$ cat src/rtl/logic_fold_unit.sv
// logic_fold_unit: streaming bitwise fold of a word packet with a selectable logic op
module logic_fold_unit #(
  parameter int WIDTH = 32,
  parameter int CNT_W = 8
) (
  input  logic             Clk,
  input  logic             Reset,
  input  logic             in_valid,
  output logic             in_ready,
  input  logic [WIDTH-1:0] in_data,
  input  logic             in_first,
  input  logic             in_last,
  input  logic [2:0]       in_op,
  output logic             out_valid,
  input  logic             out_ready,
  output logic [WIDTH-1:0] out_data,
  output logic             out_zero,
  output logic             out_ones,
  output logic [CNT_W-1:0] out_count,
  output logic             drop_pulse,
  output logic             abort_pulse
);
  typedef enum logic [1:0] {IDLE, ACCUM, OUT} state_t;
  state_t state;
  logic [WIDTH-1:0] acc, fold, next_acc, res;
  logic [2:0] op_r, next_op;
  logic [CNT_W-1:0] cnt, next_cnt;
  assign in_ready = state != OUT;
  // fold the incoming word into the accumulator; a first word restarts the packet
  always_comb begin
    fold = (op_r == 3'b000 || op_r == 3'b011) ? acc & in_data :
           (op_r == 3'b001 || op_r == 3'b100) ? acc | in_data :
           (op_r == 3'b010 || op_r == 3'b101) ? acc ^ in_data :
           (op_r == 3'b110) ? acc & ~in_data : in_data;
    next_acc = in_first ? in_data : fold;
    next_op = in_first ? in_op : op_r;
    next_cnt = in_first ? CNT_W'(1) : (&cnt ? cnt : cnt + 1'b1);
    res = (next_op == 3'b011 || next_op == 3'b100 || next_op == 3'b101) ? ~next_acc : next_acc;
  end
  // packet state machine with registered result and event pulses
  always_ff @(posedge Clk) begin
    if (Reset) begin
      state <= IDLE;
      acc <= '0;
      op_r <= '0;
      cnt <= '0;
      out_valid <= 1'b0;
      out_data <= '0;
      out_zero <= 1'b0;
      out_ones <= 1'b0;
      out_count <= '0;
      drop_pulse <= 1'b0;
      abort_pulse <= 1'b0;
    end else begin
      drop_pulse <= 1'b0;
      abort_pulse <= 1'b0;
      if (state == OUT) begin
        if (out_ready) begin
          state <= IDLE;
          out_valid <= 1'b0;
        end
      end else if (in_valid) begin
        if (in_first || state == ACCUM) begin
          acc <= next_acc;
          op_r <= next_op;
          cnt <= next_cnt;
          abort_pulse <= in_first && state == ACCUM;
          if (in_last) begin
            state <= OUT;
            out_valid <= 1'b1;
            out_data <= res;
            out_zero <= res == '0;
            out_ones <= &res;
            out_count <= next_cnt;
          end else begin
            state <= ACCUM;
          end
        end else begin
          drop_pulse <= 1'b1;
        end
      end
    end
  end
endmodule

$ cat config.mk
export PLATFORM = sky130hd
export DESIGN_NAME = logic_fold_unit
export DESIGN_NICKNAME = d
export VERILOG_FILES = /design/src/rtl/logic_fold_unit.sv
export SDC_FILE = /design/constraint.sdc
export NUM_CORES = 1
export LEC_CHECK = 0
export ABC_AREA = 1
export BUFFER_PORTS_ARGS = -buffer_cell sky130_fd_sc_hd__buf_2
export CAP_MARGIN = 10
export CORE_ASPECT_RATIO = 1.5
export CORE_UTILIZATION = 54
export DETAILED_ROUTE_END_ITERATION = 6
export PLACE_DENSITY = 0.74
export SLEW_MARGIN = 40
export SYNTH_ARGS = -nofsm -noshare
export SYNTH_HDL_FRONTEND = slang
export SYNTH_SLANG_ARGS = --single-unit
$ cat constraint.sdc
create_clock -name Clk -period 3.4 [get_ports Clk]
set_input_delay 0.51 -clock Clk [delete_from_list [all_inputs] [get_ports Clk]]
set_output_delay 0.51 -clock Clk [all_outputs]
set_load 0.1 [all_outputs]
## Word level (Yosys, flattened, before mapping)

Cells that the tools add are included.

| storage, ports and cells | value |
|---|---|
| ROM bits | 0 |
| output and inout port bits | 46 |
| memories | 0 |
| word-level logic and storage cells | 74 |
| flip-flop bits (word level) | 90 |
| bits in latches | 0 |
| bits in writable memories | 0 |

| operators by class | value |
|---|---|
| equal/unequal tests | 13 |
| add/sub/neg operators | 1 |
| shifts and indexed selects | 0 |
| $mul | 0 |
| reductions and logical operators | 20 |
| div/mod/pow operators | 0 |
| muxes and demuxes | 20 |
| order comparisons | 0 |
| bitwise gates (word level) | 9 |

Operator list:

| operator | number |
|---|---|
| $mux 32 | 6 |
| $and 32x32->32 | 2 |
| $not 32->32 | 2 |
| $logic_not 32->1 | 1 |
| $or 32x32->32 | 1 |
| $reduce_and 32->1 | 1 |
| $xor 32x32->32 | 1 |
| $mux 8 | 2 |
| $eq 3x3->1 const B | 5 |
| $mux 2 | 5 |
| $eq 3x2->1 const B | 3 |
| $add 8x1->8 const B | 1 |
| $reduce_and 4->1 | 2 |
| $reduce_and 8->1 | 1 |
| $logic_or 1x1->1 | 6 |
| $mux 1 | 6 |
| $reduce_and 3->1 | 2 |
| $reduce_bool 2->1 | 3 |
| $ne 2x2->1 const B | 2 |
| $reduce_or 4->1 | 1 |
| $eq 3x1->1 const B | 1 |
| $logic_not 3->1 | 1 |
| $mux 3 | 1 |
| $not 1->1 | 3 |
| 4 further kinds | 4 |

## Longest topological paths before layout

| logic depth | value |
|---|---|
| depth in word-level cells | 10 |
| gate-level depth with buffers | 20 |
| depth with buffers taken out | 20 |

## Worst setup path after synthesis

No wires, ideal clock.

| timing | value |
|---|---|
| path type | reg2reg |
| start | register state[1] |
| end | register out_zero |
| cell stages (with the launch flop) | 16 |
| path buffers | 0 |
| data required time | 3.330 ns |
| clock period less this slack | 2.574 ns |
| slack | 0.826 ns |
| data arrival time | 2.504 ns |
| setup time | 0.070 ns |
| cell sequence | dfxtp_1 > inv_1 > nor2_1 > inv_1 > nand2_1 > nor2_2 > a21oi_1 > inv_1 > o21ai_1 > nor2_1 > inv_1 > nor2_1 > nand3_1 > nor2_1 > nand2_1 > a21oi_1 |

| between the ends | value |
|---|---|
| longest elaborated chain between the ends | 3 |
| elaborated cells between the ends (all ways) | 5 |
| classes of those cells | 2 x eq/ne; 1 x bitwise; 2 x reduce/logical |

RTL lines:

| item | line | text |
|---|---|---|
| start, declared | 24 | `state_t state;` |
| start signal, assigned | 43 | `state <= IDLE;` |
| start signal, assigned | 59 | `state <= IDLE;` |
| start signal, assigned | 69 | `state <= OUT;` |
| $eq 2x1->1 / $eq 2x2->1 (equally long branches) | 63, 57 |  |
| $logic_or 1x1->1 / $not 1->1 (equally long branches) | n/a |  |
| $reduce_and 4->1 (no line) * | n/a |  |
| end signal, assigned | 49 | `out_zero <= 1'b0;` |
| end signal, assigned | 72 | `out_zero <= res == '0;` |
| end, declared | 17 | `output logic out_zero,` |

Every way passes the cells marked *; elsewhere a longest branch is shown, timed or not.
A chain may end at the register's enable or synchronous reset.

## Worst setup path after layout

| timing | value |
|---|---|
| start | register op_r[2] |
| end | register out_ones |

| between the ends | value |
|---|---|
| longest elaborated chain between the ends | 9 |
| elaborated cells between the ends (all ways) | 24 |
| classes of those cells | 9 x eq/ne; 7 x mux; 1 x bitwise; 7 x reduce/logical |

RTL lines:

| item | line | text |
|---|---|---|
| start, declared | 26 | `logic [2:0] op_r, next_op;` |
| start signal, assigned | 65 | `op_r <= next_op;` |
| $eq 3x3->1 (tied with other cells) | 34 | `(op_r == 3'b110) ? acc & ~in_data : in_data;` |
| $mux 32 / $logic_or 1x1->1 (equally long branches) | 34, 33 |  |
| $mux 32 | 33 | `(op_r == 3'b010 \|\| op_r == 3'b101) ? acc ^ in_data :` |
| $mux 32 | 32 | `(op_r == 3'b001 \|\| op_r == 3'b100) ? acc \| in_data :` |
| $mux 32 | 31 | `fold = (op_r == 3'b000 \|\| op_r == 3'b011) ? acc & in_data :` |
| $mux 32 | 35 | `next_acc = in_first ? in_data : fold;` |
| $not 32->32 | 38 | `res = (next_op == 3'b011 \|\| next_op == 3'b100 \|\| next_op == 3'b101) ? ~next_acc : next_acc;` |
| $mux 32 * | 38 |  |
| $reduce_and 32->1 * | 73 | `out_ones <= &res;` |
| end signal, assigned | 73 |  |
| end, declared | 18 | `output logic out_ones,` |

Marks and branches as above.

==> results.txt <==
Timing would allow up to 374.3 MHz. The total congestion overflow came out at 0. Port buffering added 86 buffers. In the synthesized netlist the async set-or-reset flop fraction comes to 0. The share of the Yosys chip area taken by registers is 0.2310. Setup repair after global routing left no endpoint under its margin.

The count of final max-slew check failures is 0. In the layout the commonest cells are sky130_fd_sc_hd__nand2_1, sky130_fd_sc_hd__inv_1, sky130_fd_sc_hd__nand3_1. Dividing total power by cell area gives a power density of 483.5 mW/mm².

The dominant cell type by count on the critical path is sky130_fd_sc_hd__nand2_1. Pin placement for this block handled 87 I/O pins. The power dissipated by switching net loads is 0.001959 W. The detailed router placed 8341 vias in this run.

The initial utilization of the core area, before any placement, comes to 0.5548. The H-tree level count is 3. The type of the most critical hold path is in -> reg.

The pin count of the biggest net entering global routing is ~80. The clock share of power came out at 0.255. The net count of the finished layout is 1478.

The number of synthesized register bits is 90. Gates resized during post-CTS repair numbered 0. The overall die width came out at ~100 µm. The largest stage delay on the critical path is 590 ps. Among all flip-flop cells after synthesis, the most frequent one is sky130_fd_sc_hd__dfxtp_1.

The initialized floorplan defines 53 standard-cell rows. Of the total power, the share spent switching nets is 0.4642. The first-pass GRT wire length is 36970 µm. The required time at the endpoint of the critical path came out at 3680 ps.

The number of routed nets with antenna violations is 0. The synthesis warning total came out at 0. The top-area cell type share of the netlist area came out at 0.2310. The signal on the critical path passes through inv_2 -> nand2_2 -> nor2_4 -> inv_2 -> buf_4 -> nand2_1 -> inv_1 -> nand2_1 -> nand2_1 -> nand2_1 -> nand2_1 -> nand2_1 -> nor2_1 -> nand3_1 -> nor2_1 -> nand2_1 -> a21oi_1. For this run, design rule violations remaining after detail routing come to 0. sky130_fd_sc_hd__dfxtp_1 takes more of the synthesized area than any other cell. The post-CTS setup repair buffer count came out at 0. The completed layout was analyzed and its total power is 0.004221 W. The max-capacitance violation count came out at 0. The worst-case vdd ir drop is 0.0003607 V.

TritonCTS created 9 clock buffers. The detailed router finished its first iteration with 423 violations. The number of flops mapped to enable cells by yosys came out at 0. The tree is rooted in a sky130_fd_sc_hd__clkbuf_16. The initial antenna violation count is 0. The final weighted congestion of routability-driven global placement is about 0.91. The relative slew slack came out at 0.4776. The core utilization of the finished layout came out at 0.6210.

The count of antenna diodes in the layout is 0. The shortest clock period the worst path allows after layout is around 2700 ps. The flow ran to the end, and the final reports show no timing, DRC or antenna violations.

The number of distinct library cell variants in the gate-level netlist after synthesis came out at 31. Setup violations remaining at the end of the flow were counted as 0. STA classifies the critical path startpoint as a flop. The peak fanout along the critical path came out at 19.

Compared with the post-synthesis result, the final layout area differs by 11.92%. The hold violation count in the final report is 0. The fraction of final layout cells with drive strength greater than 1 came out at 0.1078. The final cycle utilization of the critical path is 0.7857. The die area came out at 0.01494 mm².

Dividing the detail-routed wire length by the instance count gives 14.97 µm. The chip height came out at 149.2 µm. The cell internal power dissipation is 0.002261 W. After clock tree synthesis, the clock-pin slew on the worst setup and hold paths is around 70 ps. The hold buffer count at CTS is 0. The number of optimization iterations in the first detailed-route pass is 7. The via count of the first global-routing pass came out at 7531. Leaving out fill and tap cells, the most frequent cell in the layout is sky130_fd_sc_hd__nand2_1. By area the synthesized netlist is led by sky130_fd_sc_hd__dfxtp_1, sky130_fd_sc_hd__nand2_1, sky130_fd_sc_hd__ha_1. The sum of net half-perimeters after detailed placement is 16350 µm. The total leakage power came out at 4.891 nW. After synthesis the cells add up to between 0.007 and 0.008 mm². The mean instance size in the synthesized netlist is around 6 µm². The TritonCTS sink count is 90.

The portion of total power attributed to sequential cells is 0.298. The overall global routing resource usage is 0.3129. In the routed layout, each cell is associated on average with a via count of 5.427.

TritonCTS built the clock tree. The routed wire length came out at 23010 µm. The transition at the pin with the smallest max-transition slack came out at 783.7 ps. After routing, the total negative slack on setup checks comes to 0 ps. The kind of critical path is reg -> reg. The number of buffers between clock root and the deepest sink is 2. The largest individual stage delay along the critical path comes from the cell sky130_fd_sc_hd__dfxtp_1. Counting every instance in the synthesized netlist gives 1291.

STA classifies the critical path endpoint as a flop. The clock latency reported for the late side of the worst-skew pair came out at approximately 350 ps. Synthesis produced a netlist with a net count of 1429. The share of total power in combinational logic came out at 0.447.

The data arrival at the endpoint of the critical path is between 2000 and 3000 ps. The clock arrives with 6.286 ps of skew. The floorplan core area is 0.01406 mm².
state kept, by name, summed over array words and instances (netlist names):
register	cells
abort_pulse	1
cnt	8
op_r	3
out_ones	1
out_zero	1
out_valid	1
out_count	8
drop_pulse	1
acc	32
state	2
out_data	32
final timing paths:
path | startpoint | to | slack, ps | cells past startpoint
worst max-delay path | op_r[2] | out_ones | 730 | 17
worst min-delay path | Reset | out_ones | 470 | 2
worst max register to register | op_r[2] | out_ones | 730 | 17
worst min register to register | out_valid | out_valid | 480 | 2
synth_stat cells (all sizes together), types with 2 or more instances:
| cell | instances |
|---|---|
| nand2 | 478 |
| inv | 155 |
| nand3 | 134 |
| ha | 97 |
| dfxtp | 90 |
| a21oi | 87 |
| o21ai | 72 |
| nor2 | 48 |
| clkbuf | 42 |
| o211ai | 32 |
| buf | 31 |
| nand4 | 12 |
| nor3 | 2 |
| or2 | 2 |
| xor2 | 2 |
area by class of cell:
type                    instances  area, µm²
clock buffers                  10      239.0
clock inverters                 6      72.57
fillers                      1410       5329
inverters                     155      581.8
multi-input cells             973       5114
flip-flops and latches         90       1802
well taps                     192      240.2
repair buffers                111      680.7
metrics by stage:
stage	instances	hold slack (ps)	cell area [µm²]	setup slack (ps)
6_report	1537	465.0	8730	728.7
5_1_grt	1537	470.8	8730	505.1
4_1_cts	1537	454.2	8730	784.8
3_5_place_dp	1521	460.6	8418	677.9
3_3_place_gp	1521	461.5	8418	688.4
2_1_floorplan	1291	399.6	7800	825.7
metal layers:
metal,GRT usage,part of all wire,vias up,wire (µm)
li1,-,-,4207,-
met1,0.3680,0.41,3808,9404
met2,0.5654,0.50,275,11540
met3,0.03280,0.052,51,1195
met4,0.1384,0.038,0,867
met5,0,0,-,0
critical path: cells and delay by family, from the launching register on:
| kind | cells | cell delay, ps |
|---|---|---|
| AND/OR/NAND/NOR | 12 | 1070 |
| buffers and inverters | 4 | 820 |
| flip-flops | 1 | 590 |
| AO/OA/AOI/OAI | 1 | 100 |
power groups by stage:
stage / registers, W / logic (W) / clock network, W
6_report: 0.00126 / 0.00189 / 0.00108
5_1_grt: 0.00127 / 0.00208 / 0.00112
4_1_cts: 0.00126 / 0.00188 / 0.00108
3_5_place_dp: 0.00128 / 0.00187 / 0
3_3_place_gp: 0.00128 / 0.00185 / 0
2_1_floorplan: 0.00167 / 0.00103 / 0
logic make-up after synthesis:
group                      after synthesis  synth area share
and+or+nand+nor                        678            0.3566
buffers and inverters                  228            0.1160
AOI/OAI and AO/OA                      195            0.1375
adders and majority gates               97            0.1556
DFF                                     90            0.2310
xor gates and xnor gates                 3          0.003369
Power figures use the tool's default switching activity.
